File: config.mk
export PLATFORM = sky130hd
export DESIGN_NAME = next_pc
export DESIGN_NICKNAME = d
export VERILOG_FILES = /design/src/rtl/npc_pkg.sv /design/src/rtl/next_pc_target_check.sv /design/src/rtl/next_pc.sv
export SDC_FILE = /design/constraint.sdc
export NUM_CORES = 1
export LEC_CHECK = 0
export CORE_MARGIN = 4
export CORE_UTILIZATION = 54
export CTS_CLUSTER_DIAMETER = 150
export DETAILED_ROUTE_END_ITERATION = 10
export PLACE_DENSITY = 0.86
export SLEW_MARGIN = 10
export SYNTH_ARGS = -nofsm -noshare
export SYNTH_HDL_FRONTEND = slang
export SYNTH_HIERARCHICAL = 1
export SYNTH_SLANG_ARGS = --single-unit
File: constraint.sdc
create_clock -name clk -period 8 [get_ports clk]
set_clock_uncertainty 0.05 [all_clocks]
set_input_delay 1.6 -clock clk [delete_from_list [all_inputs] [get_ports clk]]
set_output_delay 1.6 -clock clk [all_outputs]
set_load 0.01 [all_outputs]
File: src/rtl/npc_pkg.sv
// Shared types and constants for the next-address generator.
package npc_pkg;

    typedef enum logic [1:0] {
        RUN       = 2'b00,
        HOLD      = 2'b01,
        HOLD_PEND = 2'b10
    } npc_state_t;

    localparam logic [1:0]  CAUSE_NONE     = 2'b00;
    localparam logic [1:0]  CAUSE_MISALIGN = 2'b01;
    localparam logic [1:0]  CAUSE_ZERO     = 2'b10;
    localparam logic [1:0]  CAUSE_WRAP     = 2'b11;

    // pc ignores a zero next_addr, so zero doubles as the hold encoding.
    localparam logic [31:0] HOLD_ADDR      = 32'h0;

endpackage

File: src/rtl/next_pc_target_check.sv
// Combinational legality check for a redirect destination.
module target_check
    import npc_pkg::*;
(
    input  logic [31:0] target,
    output logic        ok,
    output logic [1:0]  cause
);

    always_comb begin
        ok    = 1'b1;
        cause = CAUSE_NONE;
        if (target[1:0] != 2'b00) begin
            ok    = 1'b0;
            cause = CAUSE_MISALIGN;
        end else if (target == HOLD_ADDR) begin
            ok    = 1'b0;
            cause = CAUSE_ZERO;
        end
    end

endmodule

File: src/rtl/next_pc.sv
// Next-address generator feeding pc: sequential, redirect, stall, trap and mret.
module next_pc
    import npc_pkg::*;
#(
    parameter logic [31:0] TRAP_VEC = 32'h0000_0100
) (
    input  logic        clk,
    input  logic        rst,
    input  logic [31:0] cur_addr,
    input  logic        stall,
    input  logic        redirect_valid,
    input  logic [31:0] redirect_target,
    input  logic        trap_req,
    input  logic        mret_req,
    output logic [31:0] next_addr,
    output logic [31:0] epc,
    output logic        pend_valid,
    output logic        fault,
    output logic [1:0]  fault_cause
);

    npc_state_t  r_state;
    logic [31:0] r_next_addr;
    logic [31:0] r_epc;
    logic [31:0] r_pend_target;
    logic        r_fault;
    logic [1:0]  r_fault_cause;

    logic        w_redir_ok;
    logic [1:0]  w_redir_cause;
    logic        w_pend_ok;
    logic [1:0]  w_pend_cause;
    logic [31:0] w_seq_addr;
    logic        w_wrap;

    target_check u_redir_check (
        .target (redirect_target),
        .ok     (w_redir_ok),
        .cause  (w_redir_cause)
    );

    target_check u_pend_check (
        .target (r_pend_target),
        .ok     (w_pend_ok),
        .cause  (w_pend_cause)
    );

    assign w_seq_addr = cur_addr + 32'd4;
    assign w_wrap     = (w_seq_addr == 32'h0);

    always_ff @(posedge clk) begin
        if (rst) begin
            r_state       <= RUN;
            r_next_addr   <= HOLD_ADDR;
            r_epc         <= '0;
            r_pend_target <= '0;
            r_fault       <= 1'b0;
            r_fault_cause <= CAUSE_NONE;
        end else begin
            r_fault <= 1'b0;
            if (trap_req) begin
                r_next_addr <= TRAP_VEC;
                r_epc       <= cur_addr;
                r_state     <= RUN;
            end else if (mret_req) begin
                r_next_addr <= r_epc;
                r_state     <= RUN;
            end else if (redirect_valid) begin
                // A stalled redirect is only latched; it is checked when applied.
                if (stall) begin
                    r_next_addr   <= HOLD_ADDR;
                    r_pend_target <= redirect_target;
                    r_state       <= HOLD_PEND;
                end else if (w_redir_ok) begin
                    r_next_addr <= redirect_target;
                    r_state     <= RUN;
                end else begin
                    r_next_addr   <= TRAP_VEC;
                    r_epc         <= cur_addr;
                    r_fault       <= 1'b1;
                    r_fault_cause <= w_redir_cause;
                    r_state       <= RUN;
                end
            end else if (r_state == HOLD_PEND && !stall) begin
                if (w_pend_ok) begin
                    r_next_addr <= r_pend_target;
                end else begin
                    r_next_addr   <= TRAP_VEC;
                    r_epc         <= cur_addr;
                    r_fault       <= 1'b1;
                    r_fault_cause <= w_pend_cause;
                end
                r_state <= RUN;
            end else if (stall) begin
                r_next_addr <= HOLD_ADDR;
                if (r_state != HOLD_PEND) begin
                    r_state <= HOLD;
                end
            end else if (w_wrap) begin
                r_next_addr   <= TRAP_VEC;
                r_epc         <= cur_addr;
                r_fault       <= 1'b1;
                r_fault_cause <= CAUSE_WRAP;
                r_state       <= RUN;
            end else begin
                r_next_addr <= w_seq_addr;
                r_state     <= RUN;
            end
        end
    end

    assign next_addr   = r_next_addr;
    assign epc         = r_epc;
    assign pend_valid  = (r_state == HOLD_PEND);
    assign fault       = r_fault;
    assign fault_cause = r_fault_cause;

endmodule

==> out/qor.yml <==
run_status:
  status: "completed"
finish:
  fin_nets: 837
  syn_to_final_growth_pct: 27.9
  fillers: 785
  fin_area_um2: 7190
  fin_cells: 903
  drive_above_1_share_pct: 8.18
  final_cell_mix: "clkdlybuf4s50_1 (136), dfxtp_1 (101), nand2_1 (84), nand2b_1 (65), a21oi_1 (45)"
  mostFrequentLayoutCell: "clkdlybuf4s50_1"
  antenna_cells: 0
pwr:
  ir_drop_v: 0.000141
  p_total_w: 0.00110
  powerDensity_nw_per_um2: 153
  p_leak_nw: 2.56
placement:
  place.detailed.hpwl_mm: 13.3
  gp_congestion: 0.943
  post_dp_cell_area_um2: 6990
  dp.cells: 887
  port_buffers: 137
yosys:
  async_flop_share_pct: 0
  yosys_warnings: 6
  synth_ff_type: "dfxtp_1"
  seq_area_frac_synth_pct: 36.0
  synth_cell_types: 54
  synth-edff-count: 0
  ys_ff_latch: 101
  synthCells: 664
  synth.avg_cell_area_um2: 8.47
  syn_nets: 736
  synth_area_um2: 5620
worst_hold_path:
  hp-start: "fault_cause[0]"
  holdCritPathClass: "flop to flop"
timing:
  tightest_slew_ns: 1.13
  period_needed_ns: 5.68
  rsz0062_at_grt: "false"
  final-hold-violation-count: 0
  fin_crit_sh_pct: 71.0
  setup_viol: 0
  slew_viol_final: 0
  fmax_mhz: 176
  timing.slew.headroom_pct: 24.8
  finalSetupTns_ns: 0
critical_path:
  critPathKind: "primary input to flop"
  path_max_fanout: 21
  critical_path.slowest_cell: "nor3_4"
  crit_required_ns: 8.20
  cp_cell_sequence: "clkdlybuf4s50_1, ha_1, nand3_1, or4_1, nor4_1, xnor2_1, o2111ai_1, nor3_4, o22ai_4, buf_4, mux2i_1"
  critPathLaunchType: "primary input"
  r2r-start: "r_pend_target[5]"
  crit_path_end_kind: "flop"
  cpPeakStageDelay_ns: 0.82
  crit_end: "epc[7]"
  crit_path_start: "cur_addr[2]"
  reg2regPathDepth: 8
  reg2reg_to: "next_addr[19]"
  critPathArrivalTime_ns: 5.88
  r2r_slack_ns: 5.39
clocking:
  clockBufferDepth: 2
  cts.repair.resized: 0
  holdBufCountCts: 0
  post_cts_buffers: 0
  cts_root_buffer: "clkbuf_8"
  clock_sink_count: 101
  cts_buffers: 9
  insertion_delay_ns: 0.38
  cts_tree: "built"
  htree_levels: 3
  clk_pin_slew_worst_paths_ns: 0.09
drt:
  route.antenna.remaining_nets: 0
  drt_iter0_drc: 563
  routed_via_density: 6.19
  firstDrtPassIters: 5
  routed_wl_mm: 18.1
  wire_per_inst_um: 20.0
  num_vias: 5589
  drcViolationCount: 0
grt:
  grt_max_degree: 104
  antenna_found_initial: 0
  grtUsageTotal_pct: 30.5
  grt_overflow: 0
  grt_pass1_wl_mm: 28.6
  grt_pass1_vias: 5372
flow_run:
  maxCapViolCount: 0
die:
  start_util_pct: 56.5
  fp-row-count: 36
  dieHeight_um: 110
  die_w_um: 110
  die_area_um2: 12100
  coreArea_um2: 9950
  io_pins: 138
state kept, by name, indices dropped and copies added (netlist names):
| signal | flops |
|---|---|
| epc | 32 |
| next_addr | 32 |
| r_pend_target | 32 |
| fault_cause | 2 |
| r_state | 2 |
| fault | 1 |
metal layers:
layer | part of all wire, % | track usage (%)
met1 | 41 | 40.0
met2 | 48 | 50.9
met3 | 7.9 | 5.53
met4 | 2.2 | 9.17
met5 | 0 | 0
how the worst min path moves through the flow:
stage                        endpoint  slack, ns  cells past startpoint
finish                 fault_cause[0]       0.42                      2
floorplan           r_pend_target[14]       0.40                      2
global route         r_pend_target[9]       0.45                      2
global placement       fault_cause[1]       0.40                      2
detailed placement     fault_cause[0]       0.41                      2
CTS                    fault_cause[0]       0.43                      2
cell families (layout without fill, tap and decap cells):
kind of cell	count (synthesis)	after routing	share of synthesized area (%)
AND/OR/NAND/NOR	286	286	28.4
AO/OA/AOI/OAI	142	142	18.8
flip-flops	101	101	36.0
buffers and inverters	64	170	4.90
XOR/XNOR	35	35	5.45
multiplexers	34	34	6.05
adder cells (fa/ha/maj)	2	2	0.445
cell type report:
class	instances	area [um^2]	area share, %
clock inverter	2	15.0	0.209
tap	133	166	2.31
multi-input combinational	499	3340	46.5
inverter	8	30.0	0.418
clock buffer	14	183	2.54
timing repair buffer	146	1430	19.9
sequential	101	2020	28.1
metrics by stage:
stage	setup slack, ns	hold slack (ns)	utilization, %
2_1_floorplan	3.89	0.399	-
3_3_place_gp	2.13	0.405	70.2
3_5_place_dp	1.94	0.413	70.2
4_1_cts	2.34	0.426	72.2
5_1_grt	1.97	0.454	72.2
6_report	2.32	0.421	72.2
synth_stat cells (all sizes together), types with 16 or more instances:
cell | n | area share (%)
a21oi | 45 | 4.0
a221o | 16 | 2.8
clkbuf | 47 | 3.1
dfxtp | 101 | 36
mux2i | 34 | 6.1
nand2 | 84 | 5.6
nand2b | 65 | 7.2
nor2 | 22 | 1.5
nor3 | 32 | 3.1
nor4 | 24 | 4.2
o21ai | 24 | 2.1
o221a | 16 | 3.2
xnor2 | 22 | 3.4
power breakdown:
part | leakage (nW) | switching (W) | internal (W)
registers | 0.825 | 0.0000162 | 0.000525
logic | 1.64 | 0.000119 | 0.000114
clock network | 0.0949 | 0.000176 | 0.000148
total | 2.56 | 0.000312 | 0.000787
worst max-delay path, delay by kind of cell:
family,cells,cell delay (ns)
compound gates,2,0.62
fa+ha+maj,1,0.28
mux,1,0.16
simple gates,4,2.01
xor+xnor,1,0.19
buf+inv,2,0.98
(Power assumes the default switching activity.)
